`config.mk`:
```
export PLATFORM = sky130hd
export DESIGN_NAME = mem_bus_arbiter
export DESIGN_NICKNAME = d
export VERILOG_FILES = /design/src/rtl/mem_bus_arbiter.sv
export SDC_FILE = /design/constraint.sdc
export NUM_CORES = 1
export LEC_CHECK = 0
export BUFFER_PORTS_ARGS = -buffer_cell sky130_fd_sc_hd__buf_4
export CELL_PAD_IN_SITES_DETAIL_PLACEMENT = 0
export CELL_PAD_IN_SITES_GLOBAL_PLACEMENT = 1
export CORE_ASPECT_RATIO = 0.5
export CORE_MARGIN = 2
export CORE_UTILIZATION = 36
export DETAILED_ROUTE_END_ITERATION = 7
export MAX_ROUTING_LAYER = met4
export PLACE_DENSITY_LB_ADDON = 0.1
export SYNTH_ARGS = -nofsm -noshare
export SYNTH_HDL_FRONTEND = slang
export SYNTH_SLANG_ARGS = --single-unit
```
`constraint.sdc`:
```
create_clock -name clk -period 1.85 [get_ports clk]
set_input_delay 0.0925 -clock clk [delete_from_list [all_inputs] [get_ports clk]]
set_output_delay 0.0925 -clock clk [all_outputs]
set_load 0.05 [all_outputs]
```
`src/rtl/mem_bus_arbiter.sv`:
```
// Two-requester (fetch / load-store) arbiter for a single external memory port.
// Optional access timeout enabled by defining MEM_BUS_ARB_TIMEOUT_EN.
module mem_bus_arbiter #(
    parameter int ADDR_W     = 32,
    parameter int DATA_W     = 32,
    parameter int STARVE_MAX = 4,
    parameter int TIMEOUT    = 16
) (
    input  logic              clk,
    input  logic              rst,
    input  logic              if_req_i,
    input  logic [ADDR_W-1:0] if_addr_i,
    output logic [DATA_W-1:0] if_rdata_o,
    output logic              if_ack_o,
    input  logic              mem_req_i,
    input  logic              mem_we_i,
    input  logic [3:0]        mem_sel_i,
    input  logic [ADDR_W-1:0] mem_addr_i,
    input  logic [DATA_W-1:0] mem_wdata_i,
    output logic [DATA_W-1:0] mem_rdata_o,
    output logic              mem_ack_o,
    output logic              bus_ce_o,
    output logic              bus_we_o,
    output logic [3:0]        bus_sel_o,
    output logic [ADDR_W-1:0] bus_addr_o,
    output logic [DATA_W-1:0] bus_wdata_o,
    input  logic [DATA_W-1:0] bus_rdata_i,
    input  logic              bus_ready_i,
    output logic              pausereq_if_o,
    output logic              pausereq_mem_o,
    output logic              err_o,
    output logic [1:0]        dbg_state_o
);

    // Handshake: a requester raises req and holds it (with stable payload) until its
    // ack pulse; the bus side is done when bus_ready_i is high while bus_ce_o is high.

    typedef enum logic [1:0] {
        IDLE   = 2'd0,
        ACCESS = 2'd1,
        DONE   = 2'd2
    } state_t;

    if (STARVE_MAX < 1 || STARVE_MAX > 15 || TIMEOUT < 1) begin : g_bad_param
        $error("mem_bus_arbiter: STARVE_MAX must be 1..15 and TIMEOUT >= 1");
    end

    localparam logic [3:0] STARVE_LIM = 4'(STARVE_MAX);

    state_t            state;
    logic              owner_mem;
    logic [3:0]        starve_cnt;
    logic              grant_mem;
    logic              access_end;
    logic [DATA_W-1:0] end_rdata;

    // IF only overrides MEM once it has been passed over STARVE_MAX times in a row.
    assign grant_mem = mem_req_i && !(if_req_i && (starve_cnt == STARVE_LIM));

`ifdef MEM_BUS_ARB_TIMEOUT_EN
    localparam int TMR_W = $clog2(TIMEOUT + 1);

    logic [TMR_W-1:0] timer;
    logic             timed_out;
    logic             err_r;

    assign timed_out  = (timer == TMR_W'(TIMEOUT - 1));
    assign access_end = bus_ready_i | timed_out;
    assign end_rdata  = bus_ready_i ? bus_rdata_i : '0;
    assign err_o      = err_r;
`else
    assign access_end = bus_ready_i;
    assign end_rdata  = bus_rdata_i;
    assign err_o      = 1'b0;
`endif

    assign pausereq_if_o  = if_req_i & ~if_ack_o;
    assign pausereq_mem_o = mem_req_i & ~mem_ack_o;
    assign dbg_state_o    = state;

    always_ff @(posedge clk or negedge rst) begin
        if (!rst) begin
            state       <= IDLE;
            owner_mem   <= 1'b0;
            starve_cnt  <= '0;
            bus_ce_o    <= 1'b0;
            bus_we_o    <= 1'b0;
            bus_sel_o   <= '0;
            bus_addr_o  <= '0;
            bus_wdata_o <= '0;
            if_ack_o    <= 1'b0;
            mem_ack_o   <= 1'b0;
            if_rdata_o  <= '0;
            mem_rdata_o <= '0;
`ifdef MEM_BUS_ARB_TIMEOUT_EN
            timer       <= '0;
            err_r       <= 1'b0;
`endif
        end else begin
            if_ack_o  <= 1'b0;
            mem_ack_o <= 1'b0;
`ifdef MEM_BUS_ARB_TIMEOUT_EN
            err_r     <= 1'b0;
`endif
            case (state)
                IDLE: begin
                    if (if_req_i || mem_req_i) begin
                        owner_mem <= grant_mem;
                        bus_ce_o  <= 1'b1;
                        state     <= ACCESS;
`ifdef MEM_BUS_ARB_TIMEOUT_EN
                        timer     <= '0;
`endif
                        if (grant_mem) begin
                            bus_we_o    <= mem_we_i;
                            bus_sel_o   <= mem_sel_i;
                            bus_addr_o  <= mem_addr_i;
                            bus_wdata_o <= mem_wdata_i;
                            if (if_req_i && (starve_cnt != STARVE_LIM)) begin
                                starve_cnt <= starve_cnt + 4'd1;
                            end
                        end else begin
                            bus_we_o    <= 1'b0;
                            bus_sel_o   <= 4'hF;
                            bus_addr_o  <= if_addr_i;
                            bus_wdata_o <= '0;
                            starve_cnt  <= '0;
                        end
                    end
                end
                ACCESS: begin
                    if (access_end) begin
                        bus_ce_o <= 1'b0;
                        state    <= DONE;
                        if (owner_mem) begin
                            mem_ack_o   <= 1'b1;
                            mem_rdata_o <= end_rdata;
                        end else begin
                            if_ack_o    <= 1'b1;
                            if_rdata_o  <= end_rdata;
                        end
`ifdef MEM_BUS_ARB_TIMEOUT_EN
                        err_r <= ~bus_ready_i;
`endif
                    end
`ifdef MEM_BUS_ARB_TIMEOUT_EN
                    else begin
                        timer <= timer + TMR_W'(1);
                    end
`endif
                end
                DONE: begin
                    // Turnaround cycle lets the acked requester drop or replace its request.
                    state <= IDLE;
                end
                default: begin
                    state <= IDLE;
                end
            endcase
        end
    end

endmodule

```
==> results.cfg <==
[run_status]
status = finished clean

[logic_synthesis]
syn_area_per_cell_um2 = 13.6
async_flop_share_pct = 100
synth_mux_area_share_pct = 13.3
synth_edf_count = 0
synth_fa_ha_area_share_pct = 0.402
synth_ff_type = dfrtp_1
syn_area_um2 = 6220
synth-xor-area-share_pct = 0
synth.distinct_cells = 34
synthSimpleGateAreaFrac_pct = 8.73
yosysSeqAreaShare_pct = 57.5
syn_nets = 596
ys_warn_count = 0
synth_top_family_by_area = compound AO/OA/AOI/OAI gates
synth_compound_area_share_pct = 13.5
syn-instance-count = 456
synth_seq_cells = 143

[grt]
grt_pass1_wl_um = 30100
first_global_vias = 5664
groute.usage.overall_pct = 21.5
met2_usage_pct = 35.1
met3_usage_pct = 4.72
gr-usage-met1_pct = 26.9
busiest_layer = met2
grt.overflow.total = 0
antenna_found_initial = 0
grt_max_degree = 51

[critical_path]
cp.buffers_inverters = 2
cp.required_ns = 2.14
setup.worst_path.class = reg2reg
cp-start-kind = register
critPathLaunch = starve_cnt[0]
regToRegStartpoint = starve_cnt[0]
crit_slowest_cell = dfrtp_1
critPathMaxFanout = 34
crit_family = simple AND/OR/NAND/NOR gates
slowest_delay_ns = 0.42
end_kind = register
crit_arrival_ns = 1.96
path_cells = inv_1, ha_1, nand4b_1, and3_1, buf_12, a22o_1

[pwr]
peakVddDrop_mv = 1.14
leakagePower_nw = 5.02
powerDensity_nw_per_um2 = 1990

[min_path]
hold_path_class = in2reg
worstHoldStart = if_addr_i[30]

[routing]
detail_route.vias_per_cell = 4.83
wire_per_inst_um = 17.1
drt_iter0_markers = 214
drc = 0
dr.pass1.iters = 5
vias = 5288
routed_wl_um = 18700
ant_nets = 0

[cts]
cts_buffers = 17
clock_sinks = 143
clk_pin_slew_worst_paths_ns = 0.06
cts_max_path_buffers = 2
h-tree-depth = 4
insertion_delay_ns = 0.41
cts_tree = yes
cts_root_buf = clkbuf_16

[floorplanning]
die_x_um = 190
initial_core_util_pct = 37.4
dieArea_um2 = 18400
num_rows = 33
coreArea_um2 = 16600
die_h_um = 96.9
io_pins = 279

[sta]
timing.slew.headroom_pct = 63.1
rsz0062_at_grt = no
final_max_slew_viol_count = 0
fin_setup_tns_ns = 0
worst_pin_slew_ns = 0.553
final-hold-violation-count = 0
clock.fmax_mhz = 600
min_period_ns = 1.67
fin_worst_skew_ns = 0.00958
post-route-period-util_pct = 90.1
setup_violations = 0

[placement]
dp_hpwl_um = 12200
io_buffer_count = 277
dpl-instance-area_um2 = 8580
place_congestion = 0.774

[flow_run]
drv_cap = 0

[layout]
final_area_um2 = 10400
final_nets = 996
syn_to_final_growth_pct = 67.5
drive_gt1_share_pct = 45.3
antenna_cells = 0
[kinds of logic after synthesis]
family / after synthesis
AND/OR/NAND/NOR: 90
flip-flops: 143
multiplexers: 64
buffers and inverters: 79
other: 1
AO/OA/AOI/OAI: 77
adder cells (fa/ha/maj): 2
[synth_stat cells (all sizes together), types with 2 or more instances]
| cell | n | area, µm² |
|---|---|---|
| o22ai | 2 | 12.5 |
| dfrtp | 143 | 3580 |
| a22o | 34 | 298 |
| ha | 2 | 25.0 |
| nand2b | 4 | 25.0 |
| nor2b | 2 | 12.5 |
| inv | 37 | 139 |
| and2 | 2 | 15.0 |
| nor2 | 2 | 22.5 |
| buf | 26 | 198 |
| nand3 | 35 | 175 |
| mux2 | 64 | 830 |
| o21ai | 3 | 15.0 |
| clkbuf | 16 | 60.1 |
| nand2 | 6 | 27.5 |
| nand4 | 33 | 206 |
| o221ai | 32 | 468 |
| o22a | 4 | 35.0 |
[path summary, 6_finish.rpt]
| path | end | slack (ns) | depth (start not counted) |
|---|---|---|---|
| min in group asynchronous | mem_rdata_o[19] | 0.16 | 2 |
| worst min-delay path | bus_addr_o[30] | 0.01 | 3 |
| worst max-delay path | bus_wdata_o[27] | 0.18 | 6 |
| worst max register to register | bus_wdata_o[27] | 0.18 | 6 |
| max in group asynchronous | bus_sel_o[1] | 1.05 | 3 |
| worst min register to register | bus_ce_o | 0.48 | 2 |
[state kept, by name (all words and copies together) (netlist names)]
signal       count
bus_addr_o      32
bus_wdata_o     32
if_rdata_o      32
mem_rdata_o     32
bus_sel_o        4
starve_cnt       4
dbg_state_o      2
bus_ce_o         1
bus_we_o         1
if_ack_o         1
mem_ack_o        1
owner_mem        1
[final cells by class]
| class | instances | area [µm²] |
|---|---|---|
| Clock buffer | 19 | 443 |
| Sequential cell | 143 | 3580 |
| Fill cell | 1327 | 6220 |
| Timing Repair Buffer | 423 | 3610 |
| Clock inverter | 11 | 119 |
| Inverter | 37 | 139 |
| Tap cell | 227 | 284 |
| Multi-Input combinational cell | 234 | 2240 |
[cell usage in the layout, fill, tap and decap left out, drive strengths merged, types with 2 or more instances in the layout]
cell         instances
a22o                34
and2                 2
buf                296
bufinv               2
clkbuf              19
clkinv               5
clkinvlp             4
dfrtp              143
dlygate4sd3        127
ha                   2
inv                 37
mux2                64
nand2                6
nand2b               4
nand3               35
nand4               33
nor2                 2
nor2b                2
o21ai                3
o221ai              32
o22a                 4
o22ai                2
[worst reg2reg max path: stages, from the launching register on]
cell	delay (ns)
dfrtp_1	0.42
inv_1	0.07
ha_1	0.15
nand4b_1	0.20
and3_1	0.28
buf_12	0.17
a22o_1	0.27
[metrics by stage]
stage	power, W	utilization [%]	hold WS [ns]	cells	worst slack [ns]
after floorplan	0.0136	-	-0.203	456	0.114
after global placement	0.0171	51.6	0.0423	937	0.277
after detailed placement	0.0173	51.6	0.0445	937	0.195
after CTS	0.0209	62.6	0.00185	1094	0.185
after global routing	0.0217	62.6	0.0114	1094	0.0670
final	0.0207	62.6	0.0123	1094	0.182
[power by group]
group | internal, W | switching (W) | total, W
sequential | 0.00460 | 0.000879 | 0.00548
clock | 0.00200 | 0.00134 | 0.00334
combinational | 0.00418 | 0.00771 | 0.0119
[timing repair]
| item | CTS | global route |
|---|---|---|
| setup buffers | 0 | 0 |
| gates resized for setup | 0 | 0 |
| hold buffers | 127 | 0 |
| hold endpoints to repair | 187 | 0 |
[layer usage]
layer  routed length [µm]  part of all wire (%)
met5                    0                     0
met4                  292                   1.6
met3                 1060                   5.7
met2                 9170                    49
met1                 8190                    44
Power figures use the tool's default switching activity.
